## src/rtl/dmem_initiator.sv

```systemverilog
// dmem_initiator: load/store access controller on the requesting side of a
// synchronous single-port data memory. It handles one access at a time and
// sequences the request, the memory issue, the read latency and the response.
// Out-of-range addresses are answered with an error and never reach memory.
//
// Ports:
//   clk, rst                 clock; asynchronous active-high reset
//   req_valid/req_ready      request handshake (req_we, req_addr, req_wdata)
//   rsp_valid/rsp_ready      response handshake (rsp_rdata, rsp_err)
//   mem_we/mem_a/mem_wd      memory write enable, address, write data
//   mem_rd                   memory read data (registered inside the memory)
//   busy                     high whenever the controller is not idle
//   access_cnt               completed response handshakes, wraps
//
// state | meaning
// IDLE  | ready for a request
// ISSUE | memory samples mem_a/mem_wd/mem_we at the end of this cycle
// WAIT  | load latency countdown; mem_rd is valid when the counter is 0
// RESP  | response presented, held until rsp_ready
module dmem_initiator #(
  parameter int WORD_SIZE     = 32,
  parameter int DATA_MEM_SIZE = 128,
  parameter int MEM_LAT       = 1,
  parameter int CNT_W         = 16
) (
  input  logic                 clk,
  input  logic                 rst,
  input  logic                 req_valid,
  output logic                 req_ready,
  input  logic                 req_we,
  input  logic [WORD_SIZE-1:0] req_addr,
  input  logic [WORD_SIZE-1:0] req_wdata,
  output logic                 rsp_valid,
  input  logic                 rsp_ready,
  output logic [WORD_SIZE-1:0] rsp_rdata,
  output logic                 rsp_err,
  output logic                 mem_we,
  output logic [WORD_SIZE-1:0] mem_a,
  output logic [WORD_SIZE-1:0] mem_wd,
  input  logic [WORD_SIZE-1:0] mem_rd,
  output logic                 busy,
  output logic [CNT_W-1:0]     access_cnt
);

  // MEM_LAT is at most 8, so the countdown start value fits in 3 bits.
  localparam int LAT_W = 3;
  localparam logic [WORD_SIZE-1:0] ADDR_LIMIT = WORD_SIZE'(DATA_MEM_SIZE);
  localparam logic [LAT_W-1:0]     LAT_LOAD   = LAT_W'(MEM_LAT - 1);

  typedef enum logic [1:0] {IDLE, ISSUE, WAIT, RESP} state_t;

  state_t               state, state_nxt;
  logic [LAT_W-1:0]     lat_cnt, lat_cnt_nxt;
  logic                 addr_ok;
  logic                 req_ready_nxt, rsp_valid_nxt, rsp_err_nxt, mem_we_nxt, busy_nxt;
  logic [WORD_SIZE-1:0] rsp_rdata_nxt, mem_a_nxt, mem_wd_nxt;
  logic [CNT_W-1:0]     access_cnt_nxt;

  assign addr_ok = (req_addr < ADDR_LIMIT);

  always_ff @(posedge clk or posedge rst) begin
    if (rst) begin
      state      <= IDLE;
      lat_cnt    <= '0;
      req_ready  <= 1'b1;
      rsp_valid  <= 1'b0;
      rsp_rdata  <= '0;
      rsp_err    <= 1'b0;
      mem_we     <= 1'b0;
      mem_a      <= '0;
      mem_wd     <= '0;
      busy       <= 1'b0;
      access_cnt <= '0;
    end else begin
      state      <= state_nxt;
      lat_cnt    <= lat_cnt_nxt;
      req_ready  <= req_ready_nxt;
      rsp_valid  <= rsp_valid_nxt;
      rsp_rdata  <= rsp_rdata_nxt;
      rsp_err    <= rsp_err_nxt;
      mem_we     <= mem_we_nxt;
      mem_a      <= mem_a_nxt;
      mem_wd     <= mem_wd_nxt;
      busy       <= busy_nxt;
      access_cnt <= access_cnt_nxt;
    end
  end

  // In ISSUE the registered mem_we still carries the accepted req_we.
  always_comb begin
    state_nxt = state;
    case (state)
      IDLE:    if (req_valid) state_nxt = addr_ok ? ISSUE : RESP;
      ISSUE:   state_nxt = mem_we ? RESP : WAIT;
      WAIT:    if (lat_cnt == '0) state_nxt = RESP;
      RESP:    if (rsp_ready) state_nxt = IDLE;
      default: state_nxt = IDLE;
    endcase
  end

  always_comb begin
    lat_cnt_nxt    = lat_cnt;
    rsp_rdata_nxt  = rsp_rdata;
    rsp_err_nxt    = rsp_err;
    mem_we_nxt     = mem_we;
    mem_a_nxt      = mem_a;
    mem_wd_nxt     = mem_wd;
    access_cnt_nxt = access_cnt;
    req_ready_nxt  = (state_nxt == IDLE);
    rsp_valid_nxt  = (state_nxt == RESP);
    busy_nxt       = (state_nxt != IDLE);
    case (state)
      IDLE: begin
        if (req_valid) begin
          if (addr_ok) begin
            mem_a_nxt  = req_addr;
            mem_wd_nxt = req_wdata;
            mem_we_nxt = req_we;
          end else begin
            rsp_err_nxt   = 1'b1;
            rsp_rdata_nxt = '0;
          end
        end
      end
      ISSUE: begin
        // Drop write enable at the sampling edge: one-cycle store pulse.
        mem_we_nxt = 1'b0;
        if (mem_we) begin
          rsp_rdata_nxt = '0;
          rsp_err_nxt   = 1'b0;
        end else begin
          lat_cnt_nxt = LAT_LOAD;
        end
      end
      WAIT: begin
        if (lat_cnt != '0) begin
          lat_cnt_nxt = lat_cnt - 1'b1;
        end else begin
          rsp_rdata_nxt = mem_rd;
          rsp_err_nxt   = 1'b0;
        end
      end
      RESP: begin
        if (rsp_ready) access_cnt_nxt = access_cnt + 1'b1;
      end
      default: ;
    endcase
  end

endmodule

```

## config.mk

```make
export PLATFORM = sky130hd
export DESIGN_NAME = dmem_initiator
export DESIGN_NICKNAME = d
export VERILOG_FILES = /design/src/rtl/dmem_initiator.sv
export SDC_FILE = /design/constraint.sdc
export NUM_CORES = 1
export LEC_CHECK = 0
export ABC_AREA = 1
export BUFFER_PORTS_ARGS = -buffer_cell sky130_fd_sc_hd__buf_2
export CELL_PAD_IN_SITES_DETAIL_PLACEMENT = 1
export CELL_PAD_IN_SITES_GLOBAL_PLACEMENT = 2
export CORE_MARGIN = 5
export CORE_UTILIZATION = 27
export DETAILED_ROUTE_END_ITERATION = 8
export HOLD_SLACK_MARGIN = 0.06
export PLACE_DENSITY_LB_ADDON = 0.12
export SYNTH_ARGS = -nofsm -noshare
export SYNTH_HDL_FRONTEND = slang
export SYNTH_SLANG_ARGS = --single-unit
```

## constraint.sdc

```tcl
create_clock -name clk -period 4.34 [get_ports clk]
set_input_delay 0.651 -clock clk [delete_from_list [all_inputs] [get_ports clk]]
set_output_delay 0.651 -clock clk [all_outputs]
set_load 0.01 [all_outputs]
```

==> results.toml <==
[final_layout]
final_core_util = 0.375
n_fill_cell = 2417
syn2layout_area_growth_pct = 36.8
diodes = 0
instances_no_fill = 1114
final_layout_size_suffix_gt1_frac = 0.304
fin_nets = 947

[sta]
rsz0062_at_grt = "no"
setup_viol = 0
fin_crit_ns = 2.43
holdWs_ns = 0.385
clock_skew_ns = 0.00966
worstMarginPinSlew_ns = 1.07
setup_tns_ns = 0
post-route-period-util = 0.560
fmax_mhz = 412
hold_viol = 0
drv_slew = 0
slew_headroom = 0.284

[clocking]
ctsResizeCount = 0
path_clk_slew_ns = 0.06
cts_htree_levels = 4
postCtsSetupBuffers = 0
numCtsBuffers = 17
cts_hold_buffers = 0
clk_latency_ns = 0.41
clock_sinks = 122
clockBufferDepth = 2
cts-root-buf = "clkbuf_16"
cts_tree = "built"

[global_route]
grt_pass1_wl_um = 25400
gr-total-overflow = 0
grt_pass1_vias = 4961
antenna_found_initial = 1
track_usage = 0.143
grt_max_degree = 105

[place]
io_buffers = 217
place_congestion = 0.739
place_inst = 1083
dpl.hpwl_um = 11700

[routing]
first_pass_iters = 4
dr.first_iter.drc_count = 149
drt-wirelength-per-cell_um = 14.4
drc = 0
vias = 4625
drt_wl_total_um = 16000
postRouteAntennaNets = 0
vias_per_cell = 4.15

[setup_path]
slowest_stage = "nand3_4"
critPathRequiredTime_ns = 4.63
cpPeakStageDelay_ns = 0.76
timing.reg2reg.worst_path_depth = 4
worstPathCellList = "inv_1 -> ha_1 -> nand3_4 -> o21ai_0"
crit_type = "reg2reg"
worstPathMaxFanout = 104
worst_setup_path_end_kind = "flip-flop"
worst_setup_path_start_kind = "flip-flop"
crit_arrival_ns = 2.72

[pwr]
leakagePower_nw = 4.37
ir_drop_mv = 0.389
power_density_nw_per_um2 = 559
power.total_w = 0.00408

[synth]
yosysWarnings = 0
synth_nets = 731
avgSynthCellArea_um2 = 8.58
synth_cell_types = 24
synth_seq_cells = 122
syn_inst = 621
yosysSeqAreaShare = 0.573
synth_area_um2 = 5330

[status]
status = "completed"

[floorplan]
die_y_um = 150
core_um2 = 19500
io_pins = 218
row_count = 51
dieArea_um2 = 22600
die_w_um = 150
initial_utilization = 0.274

[worst_hold_path]
hp-class = "in2async"

[flow_run]
drv_cap = 0
==> layer usage <==
layer | vias up | GRT usage | routed length, um
li1 | 2305 | - | -
met4 | 2 | 0.0412 | 152
met3 | 13 | 0.0455 | 1130
met1 | 2170 | 0.180 | 7040
met2 | 135 | 0.235 | 7660
met5 | - | 0 | 18
==> final timing paths <==
| check | startpoint | to | slack, ns |
|---|---|---|---|
| worst max-delay path | state[0]$_DFF_PP0_ | mem_wd[9]$_DFFE_PP0P_ | 1.91 |
| worst min-delay path | rst | mem_wd[7]$_DFFE_PP0P_ | 0.39 |
| worst min register to register | mem_a[28]$_DFFE_PP0P_ | mem_a[28]$_DFFE_PP0P_ | 0.46 |
| max in group asynchronous | rst | rsp_rdata[24]$_DFFE_PP0P_ | 3.12 |
| min in group clk | mem_a[28]$_DFFE_PP0P_ | mem_a[28]$_DFFE_PP0P_ | 0.46 |
| worst max register to register | state[0]$_DFF_PP0_ | mem_wd[9]$_DFFE_PP0P_ | 1.91 |
==> worst max-delay path, delay by kind of cell (launching register included) <==
| family | cells | cell delay, ns |
|---|---|---|
| AO/OA/AOI/OAI | 1 | 0.52 |
| adder cells (fa/ha/maj) | 1 | 0.31 |
| buffers and inverters | 1 | 0.17 |
| flip-flops | 1 | 0.44 |
| AND/OR/NAND/NOR | 1 | 0.76 |
==> state kept, by name, summed over array words and instances (netlist names) <==
name and flops:
rsp_valid 1, state 2, rsp_rdata 32, req_ready 1
mem_a 32, mem_we 1, busy 1, rsp_err 1
lat_cnt 3, mem_wd 32, access_cnt 16
==> cells by family after synthesis <==
family / share of synthesized area
simple gates: 0.251
buf+inv: 0.0904
flops: 0.573
compound gates: 0.0465
xor+xnor: 0.0181
fa+ha+maj: 0.0211
==> where the power goes <==
part,internal (W),total [W],switching [W]
clock network,0.000921,0.00146,0.000537
registers,0.00134,0.00147,0.000125
logic,0.000402,0.00115,0.000750
==> metrics by stage <==
step,worst slack (ns),area (um^2)
floorplan,0.448,5330
global placement,1.65,6680
detailed placement,1.51,6680
CTS,1.86,7290
global route,1.65,7290
finish,1.91,7290
==> cells in the mapped netlist, drive strengths merged <==
library cell,n,share of area
nor2,43,0.031
nand3b,34,0.048
o31ai,1,0.0014
clkbuf,11,0.0078
and2,1,0.0012
dfstp,1,0.0049
xnor2,4,0.0066
nand4,2,0.0023
buf,13,0.014
inv,98,0.069
xor2,7,0.012
a21oi,4,0.0038
dfrtp,121,0.57
nor3,2,0.0019
ha,9,0.021
o21ai,44,0.041
nand2,214,0.15
nor4,1,0.0040
nand3,11,0.011
==> layout by cell type (no fill, tap or decap) <==
| cell | n |
|---|---|
| o31ai_1 | 1 |
| nand3_1 | 10 |
| nor3_1 | 2 |
| buf_4 | 3 |
| nand3b_1 | 34 |
| ha_1 | 9 |
| a21oi_1 | 4 |
| dfrtp_1 | 121 |
| bufinv_16 | 3 |
| nor2_1 | 42 |
| clkbuf_16 | 17 |
| nand2_1 | 213 |
| nand2_2 | 1 |
| xor2_1 | 7 |
| nand4_1 | 2 |
| o21ai_0 | 31 |
| inv_6 | 3 |
| buf_2 | 217 |
| nor2_2 | 1 |
| buf_12 | 1 |
| inv_4 | 1 |
| nor4_4 | 1 |
| clkinvlp_4 | 2 |
| and2_1 | 1 |
| clkinv_4 | 3 |
| inv_1 | 97 |
| clkbuf_8 | 1 |
| clkinv_2 | 2 |
| nand3_4 | 1 |
| xnor2_1 | 4 |
| o21ai_1 | 13 |
| dfstp_2 | 1 |
==> cell type report <==
cell class	instances	area [um^2]	share of cell area
inverter	98	370	0.0508
multi-input combinational	377	1800	0.247
sequential	122	3050	0.419
tap	265	332	0.0455
clock buffer	18	439	0.0602
timing repair buffer	221	1130	0.155
clock inverter	13	168	0.0230
Power figures use the tool's default switching activity.
